===== config.mk =====
export PLATFORM = sky130hd
export DESIGN_NAME = seq_divider_flat
export DESIGN_NICKNAME = d
export VERILOG_FILES = /design/src/rtl/seq_divider_if.sv /design/src/rtl/seq_divider.sv /design/src/flat_wrapper.sv
export SDC_FILE = /design/constraint.sdc
export NUM_CORES = 1
export LEC_CHECK = 0
export BUFFER_PORTS_ARGS = -buffer_cell sky130_fd_sc_hd__buf_2
export CORE_MARGIN = 5
export CORE_UTILIZATION = 48
export DETAILED_ROUTE_END_ITERATION = 6
export HOLD_SLACK_MARGIN = 0.1
export PLACE_DENSITY = 0.78
export SYNTH_ARGS = -nofsm -noshare
export SYNTH_HDL_FRONTEND = slang
export SYNTH_SLANG_ARGS = --single-unit

===== constraint.sdc =====
create_clock -name i_clk -period 4.7 [get_ports i_clk]
set_input_delay 0.235 -clock i_clk [delete_from_list [all_inputs] [get_ports i_clk]]
set_output_delay 0.235 -clock i_clk [all_outputs]
set_load 0.03 [all_outputs]

===== src/rtl/seq_divider_if.sv =====
// Operand/result bundle between the issue logic and the sequential divider.
// The master drives the operands and start. The slave returns the status pulses and hi/lo.
interface seq_divider_if #(
  parameter int WIDTH = 32
);
  logic             start;
  logic [WIDTH-1:0] dividend;
  logic [WIDTH-1:0] divisor;
  logic             busy;
  logic             done;
  logic             div_zero;
  logic [WIDTH-1:0] hi;
  logic [WIDTH-1:0] lo;

  modport master (
    output start, dividend, divisor,
    input  busy, done, div_zero, hi, lo
  );

  modport slave (
    input  start, dividend, divisor,
    output busy, done, div_zero, hi, lo
  );
endinterface


===== src/rtl/seq_divider.sv =====
// Signed restoring divider producing lo=quotient and hi=remainder. done pulses WIDTH+2 cycles after start.
// A start request while busy is dropped. A zero divisor returns a div_zero pulse and leaves hi/lo untouched.
module seq_divider #(
  parameter int WIDTH = 32
) (
  input  logic          i_clk,
  input  logic          i_reset,
  seq_divider_if.slave  bus
);
  localparam int CW = $clog2(WIDTH);

  typedef enum logic [1:0] {S_IDLE, S_CALC, S_FIX, S_DONE} state_t;

  state_t           r_state;
  state_t           w_next;
  logic [WIDTH-1:0] r_quot;
  logic [WIDTH-1:0] r_rem;
  logic [WIDTH-1:0] r_dsr;
  logic [WIDTH-1:0] r_hi;
  logic [WIDTH-1:0] r_lo;
  logic [CW-1:0]    r_count;
  logic             r_sign_q;
  logic             r_sign_r;
  logic             r_div_zero;

  logic             w_accept;
  logic             w_zero_req;
  logic             w_busy;
  logic             w_done;
  logic [WIDTH-1:0] w_dvd_mag;
  logic [WIDTH-1:0] w_dsr_mag;
  logic [WIDTH:0]   w_shift;
  logic [WIDTH-1:0] w_diff;
  logic             w_ge;

  assign w_zero_req = (r_state == S_IDLE) && bus.start && (bus.divisor == '0);
  assign w_accept   = (r_state == S_IDLE) && bus.start && (bus.divisor != '0);
  assign w_dvd_mag  = bus.dividend[WIDTH-1] ? -bus.dividend : bus.dividend;
  assign w_dsr_mag  = bus.divisor[WIDTH-1]  ? -bus.divisor  : bus.divisor;

  // The partial remainder stays below |divisor|, which is at most 2^(WIDTH-1).
  // The shifted remainder therefore needs one extra bit, and the difference fits back in WIDTH bits.
  assign w_shift = {r_rem, r_quot[WIDTH-1]};
  assign w_ge    = (w_shift >= {1'b0, r_dsr});
  assign w_diff  = WIDTH'(w_shift - {1'b0, r_dsr});

  always_ff @(posedge i_clk) begin
    if (i_reset) r_state <= S_IDLE;
    else         r_state <= w_next;
  end

  always_comb begin
    w_next = r_state;
    w_busy = 1'b0;
    w_done = 1'b0;
    case (r_state)
      S_IDLE: if (w_accept) w_next = S_CALC;
      S_CALC: begin
        w_busy = 1'b1;
        if (r_count == CW'(WIDTH - 1)) w_next = S_FIX;
      end
      S_FIX: begin
        w_busy = 1'b1;
        w_next = S_DONE;
      end
      S_DONE: begin
        w_done = 1'b1;
        w_next = S_IDLE;
      end
      default: w_next = S_IDLE;
    endcase
  end

  always_ff @(posedge i_clk) begin
    if (i_reset) begin
      r_quot     <= '0;
      r_rem      <= '0;
      r_dsr      <= '0;
      r_hi       <= '0;
      r_lo       <= '0;
      r_count    <= '0;
      r_sign_q   <= 1'b0;
      r_sign_r   <= 1'b0;
      r_div_zero <= 1'b0;
    end else begin
      r_div_zero <= w_zero_req;
      case (r_state)
        S_IDLE: if (w_accept) begin
          r_quot   <= w_dvd_mag;
          r_dsr    <= w_dsr_mag;
          r_rem    <= '0;
          r_count  <= '0;
          r_sign_q <= bus.dividend[WIDTH-1] ^ bus.divisor[WIDTH-1];
          r_sign_r <= bus.dividend[WIDTH-1];
        end
        S_CALC: begin
          r_rem   <= w_ge ? w_diff : w_shift[WIDTH-1:0];
          r_quot  <= {r_quot[WIDTH-2:0], w_ge};
          r_count <= r_count + 1'b1;
        end
        // The most negative dividend over -1 wraps back to itself here.
        S_FIX: begin
          r_lo <= r_sign_q ? -r_quot : r_quot;
          r_hi <= r_sign_r ? -r_rem  : r_rem;
        end
        default: ;
      endcase
    end
  end

  assign bus.busy     = w_busy;
  assign bus.done     = w_done;
  assign bus.div_zero = r_div_zero;
  assign bus.hi       = r_hi;
  assign bus.lo       = r_lo;
endmodule

===== src/flat_wrapper.sv =====
// flat-port wrapper written by rule: the top's interface ports become plain ports
module seq_divider_flat 
#(
  parameter int WIDTH = 32
)
  (i_clk, i_reset, bus_start, bus_dividend, bus_divisor, bus_busy, bus_done, bus_div_zero, bus_hi, bus_lo);
  seq_divider_if #(.WIDTH(WIDTH)) bus_i ();
  input  logic i_clk;
  input  logic i_reset;
  input wire logic [$bits(bus_i.start)-1:0] bus_start;
  input wire logic [$bits(bus_i.dividend)-1:0] bus_dividend;
  input wire logic [$bits(bus_i.divisor)-1:0] bus_divisor;
  output wire logic [$bits(bus_i.busy)-1:0] bus_busy;
  output wire logic [$bits(bus_i.done)-1:0] bus_done;
  output wire logic [$bits(bus_i.div_zero)-1:0] bus_div_zero;
  output wire logic [$bits(bus_i.hi)-1:0] bus_hi;
  output wire logic [$bits(bus_i.lo)-1:0] bus_lo;
  assign bus_i.start = bus_start;
  assign bus_i.dividend = bus_dividend;
  assign bus_i.divisor = bus_divisor;
  assign bus_busy = bus_i.busy;
  assign bus_done = bus_i.done;
  assign bus_div_zero = bus_i.div_zero;
  assign bus_hi = bus_i.hi;
  assign bus_lo = bus_i.lo;
  seq_divider #(.WIDTH(WIDTH)) u_core (.i_clk(i_clk), .i_reset(i_reset), .bus(bus_i));
endmodule

==> qor.yml <==
worst_setup_path:
  critPathLaunchType: "flip-flop"
  timing.rr.start: "u_core.r_quot[6]$_SDFFE_PP0P_"
  cp.required_ns: 5.04
  end_kind: "flip-flop"
  rrSetupSlack_ns: 1.22
  crit_chain: "or4_4 -> or4_4 -> or3_4 -> or4_4 -> or4_4 -> o41ai_1 -> xor2_1 -> a211oi_1"
  reg2reg_to: "u_core.bus.lo[29]$_SDFFE_PP0P_"
  critPathArrivalTime_ns: 3.82
  rr_worst_depth: 8
  crit_path_frequent_cell: "or4_4"
  cp_max_fo: 7
  crit_slowest_cell: "or4_4"
  criticalPathCategory: "reg2reg"
  cpPeakStageDelay_ns: 0.58
floorplanning:
  die_width_microns: 159.3
  die_h_microns: 159.3
  start_util: 0.4886
  rows: 54
  num_io_pins: 134
  die-area_sq_um: 25370
  core-area_sq_um: 21890
yosys:
  synthTopCellsByCount: "170 x dfxtp_1, 161 x nand2_1, 129 x nor2_1"
  synth_area_per_cell_sq_um: 7.882
  synth.top_cell.area_share: 0.3182
  synth_top_area_cell: "dfxtp_1"
  synthXorXnorAreaFrac: 0.1212
  synth_edf_count: 0
  synthTopCellsByArea: "dfxtp_1 32%, xor2_1 9.8%, a211oi_1 6.7%"
  synth_area_sq_um: 10700
  synth_ff_type: "dfxtp_1"
  synth_top_family_by_area: "compound AO/OA/AOI/OAI gates"
  syn-num-nets: 1468
  synthAdderAreaFrac: 0.05217
  synth_cells: 1357
  ys_seq_area_frac: 0.3182
  muxShareOfSynthArea: 0.02620
  ys_ff_latch: 170
  synth-async-reset-ratio: 0
  yosysUniqueCellTypes: 60
  yosys.area_share.simple: 0.1841
  yosysWarnings: 0
  synth_compound_area_frac: 0.2490
  synth.most_common_cell: "dfxtp_1"
global_route:
  antenna_found_initial: 0
  grt_pass1_wl_microns: 46170
  use_met2: 0.3118
  first_global_vias: 9048
  use_met3: 0.04478
  grt_max_degree: 82
  grt-ovfl-total: 0
  busiest_layer: "met1"
  grt_use_total: 0.2144
  grtUsageMet1: 0.3266
finish:
  fill_cells: 2080
  syn2layout_area_growth_pct: 13.26
  nets: 1545
  drive_gt1_frac: 0.1396
  utilization: 0.5534
  n_antenna_cell: 0
power:
  vdd_drop_max_v: 0.0003229
  p_seq_frac: 0.311
  comb_power_share: 0.488
  power_density_nw_per_um2: 594.7
  p_clk_frac: 0.202
  power.switching_mw: 3.315
  switching_share: 0.4601
  leakagePower_nw: 4.796
  total_power_mw: 7.205
  intPower_mw: 3.890
timing:
  finalCritPeriodShare: 0.7395
  fin_skew_ns: 0.009146
  setup_viol_count_final: 0
  slew_violations: 0
  fin_crit_ns: 3.476
  tns_ns: 0
  worst-slew-pin-transition_ns: 1.082
  fmax_ghz: 0.2877
  rsz0062_at_grt: "false"
  finalHoldViolCount: 0
  maxSlewHeadroom: 0.2774
clock_network:
  htree_levels: 4
  cts_resized: 0
  clk_path_buf_depth: 2
  clk_pin_slew_ns: 0.07
  cts_tree: "done"
  clock_latency_ns: 0.43
  cts_buffers: 17
  cts_hold_buf: 2
  cts.sinks: 170
  ctsRootBufferMaster: "clkbuf_16"
  post-cts-setup-buffer-count: 0
run:
  cap_violations: 0
detailed_routing:
  dr_total_vias: 9979
  drc: 0
  drtPass1Iterations: 5
  wl_microns: 28360
  drtIter0Drc: 781
  ant_nets: 0
  routedWlPerCell_microns: 16.42
  routed_via_density: 5.778
min_path:
  min_to: "u_core.r_dsr[23]$_SDFFE_PP0P_"
  hold_path_class: "in2reg"
  hold_depth: 3
  worstHoldStart: "bus_divisor[23]"
placed_design:
  portBuffers: 133
  hpwl_microns: 21240
  place.gp.congestion: 0.9483
outcome:
  status: "finished clean"
## state kept, by name (all words and copies together), names as in the netlist
signal and count:
u_core.bus.div_zero 1, u_core.bus.hi 32, u_core.bus.lo 32, u_core.r_count 5, u_core.r_dsr 32, u_core.r_quot 32
u_core.r_rem 32, u_core.r_sign_q 1, u_core.r_sign_r 1, u_core.r_state 2
## logic make-up after synthesis
| kind of cell | Yosys count |
|---|---|
| and+or+nand+nor | 423 |
| DFF | 170 |
| muxes | 28 |
| xor gates and xnor gates | 148 |
| adders and majority gates | 44 |
| buffers and inverters | 140 |
| AOI/OAI and AO/OA | 404 |
## worst max-delay path, delay by kind of cell (launching register included)
family                    cells  cell delay, ns
AOI/OAI and AO/OA             2            0.58
xor gates and xnor gates      1            0.11
and+or+nand+nor               5            2.33
DFF                           1            0.38
## per-stage QoR
stage                     cell area, sq um  cells  setup WS, ns  hold slack, ns
after floorplan                      10700   1357         1.417          0.3710
after global placement               11490   1693         1.322          0.4408
after detailed placement             11490   1693         1.249          0.4474
after CTS                            12120   1727         1.226          0.1155
after global routing                 12120   1727         1.071          0.1538
final                                12120   1727         1.224          0.1304
## cell usage in the layout (no fill, tap or decap), drive strengths merged, types with 6 or more instances in the layout
master	n
ha	43
nand3	13
o21ai	112
inv	61
xor2	120
nand4	12
o211ai	11
o31ai	40
clkbuf	17
a21o	9
o41ai	22
a21oi	66
and3	6
nor4	14
nand2	161
xnor2	28
nor3	12
or3	15
dfxtp	170
a211oi	97
buf	142
nor2b	10
or4	23
a32oi	14
mux2i	28
or2	6
nor2	129
nand2b	9
## layout make-up
cell class | count | area, sq um | share of cell area
Clock buffer | 17 | 425.4 | 0.03511
Clock inverter | 15 | 178.9 | 0.01477
Inverter | 54 | 202.7 | 0.01673
Multi-Input combinational cell | 1047 | 6799 | 0.5612
Sequential cell | 170 | 3403 | 0.2809
Tap cell | 280 | 350.3 | 0.02892
Timing Repair Buffer | 144 | 755.7 | 0.06238
## layer usage
layer  vias to the layer above  wire length [microns]
li1                       5067                      -
met1                      4565                  14070
met2                       320                  11790
met3                        27                   2156
met4                         0                    347
met5                         -                      0
## worst max-delay path by stage
stage / from / end / slack (ns) / cells after the start
2_1_floorplan: u_core.r_quot[6]$_SDFFE_PP0P_ / u_core.bus.lo[28]$_SDFFE_PP0P_ / 1.42 / 8
3_3_place_gp: u_core.r_quot[6]$_SDFFE_PP0P_ / u_core.bus.lo[28]$_SDFFE_PP0P_ / 1.32 / 8
3_5_place_dp: bus_divisor[8] / u_core.r_quot[0]$_SDFFE_PP0P_ / 1.25 / 10
4_1_cts: u_core.r_quot[6]$_SDFFE_PP0P_ / u_core.bus.lo[29]$_SDFFE_PP0P_ / 1.23 / 8
5_1_grt: bus_divisor[0] / u_core.r_rem[5]$_SDFFE_PP0P_ / 1.07 / 14
6_report: u_core.r_quot[6]$_SDFFE_PP0P_ / u_core.bus.lo[29]$_SDFFE_PP0P_ / 1.22 / 8
## power by group through the flow
stage                     combinational, mW  clock (mW)  sequential, mW
after global routing                   3.89        1.54            2.29
after CTS                              3.50        1.47            2.23
after detailed placement               3.48           0            2.25
after global placement                 3.44           0            2.23
final                                  3.51        1.45            2.24
after floorplan                        2.33           0            2.50
(Power assumes the default switching activity.)
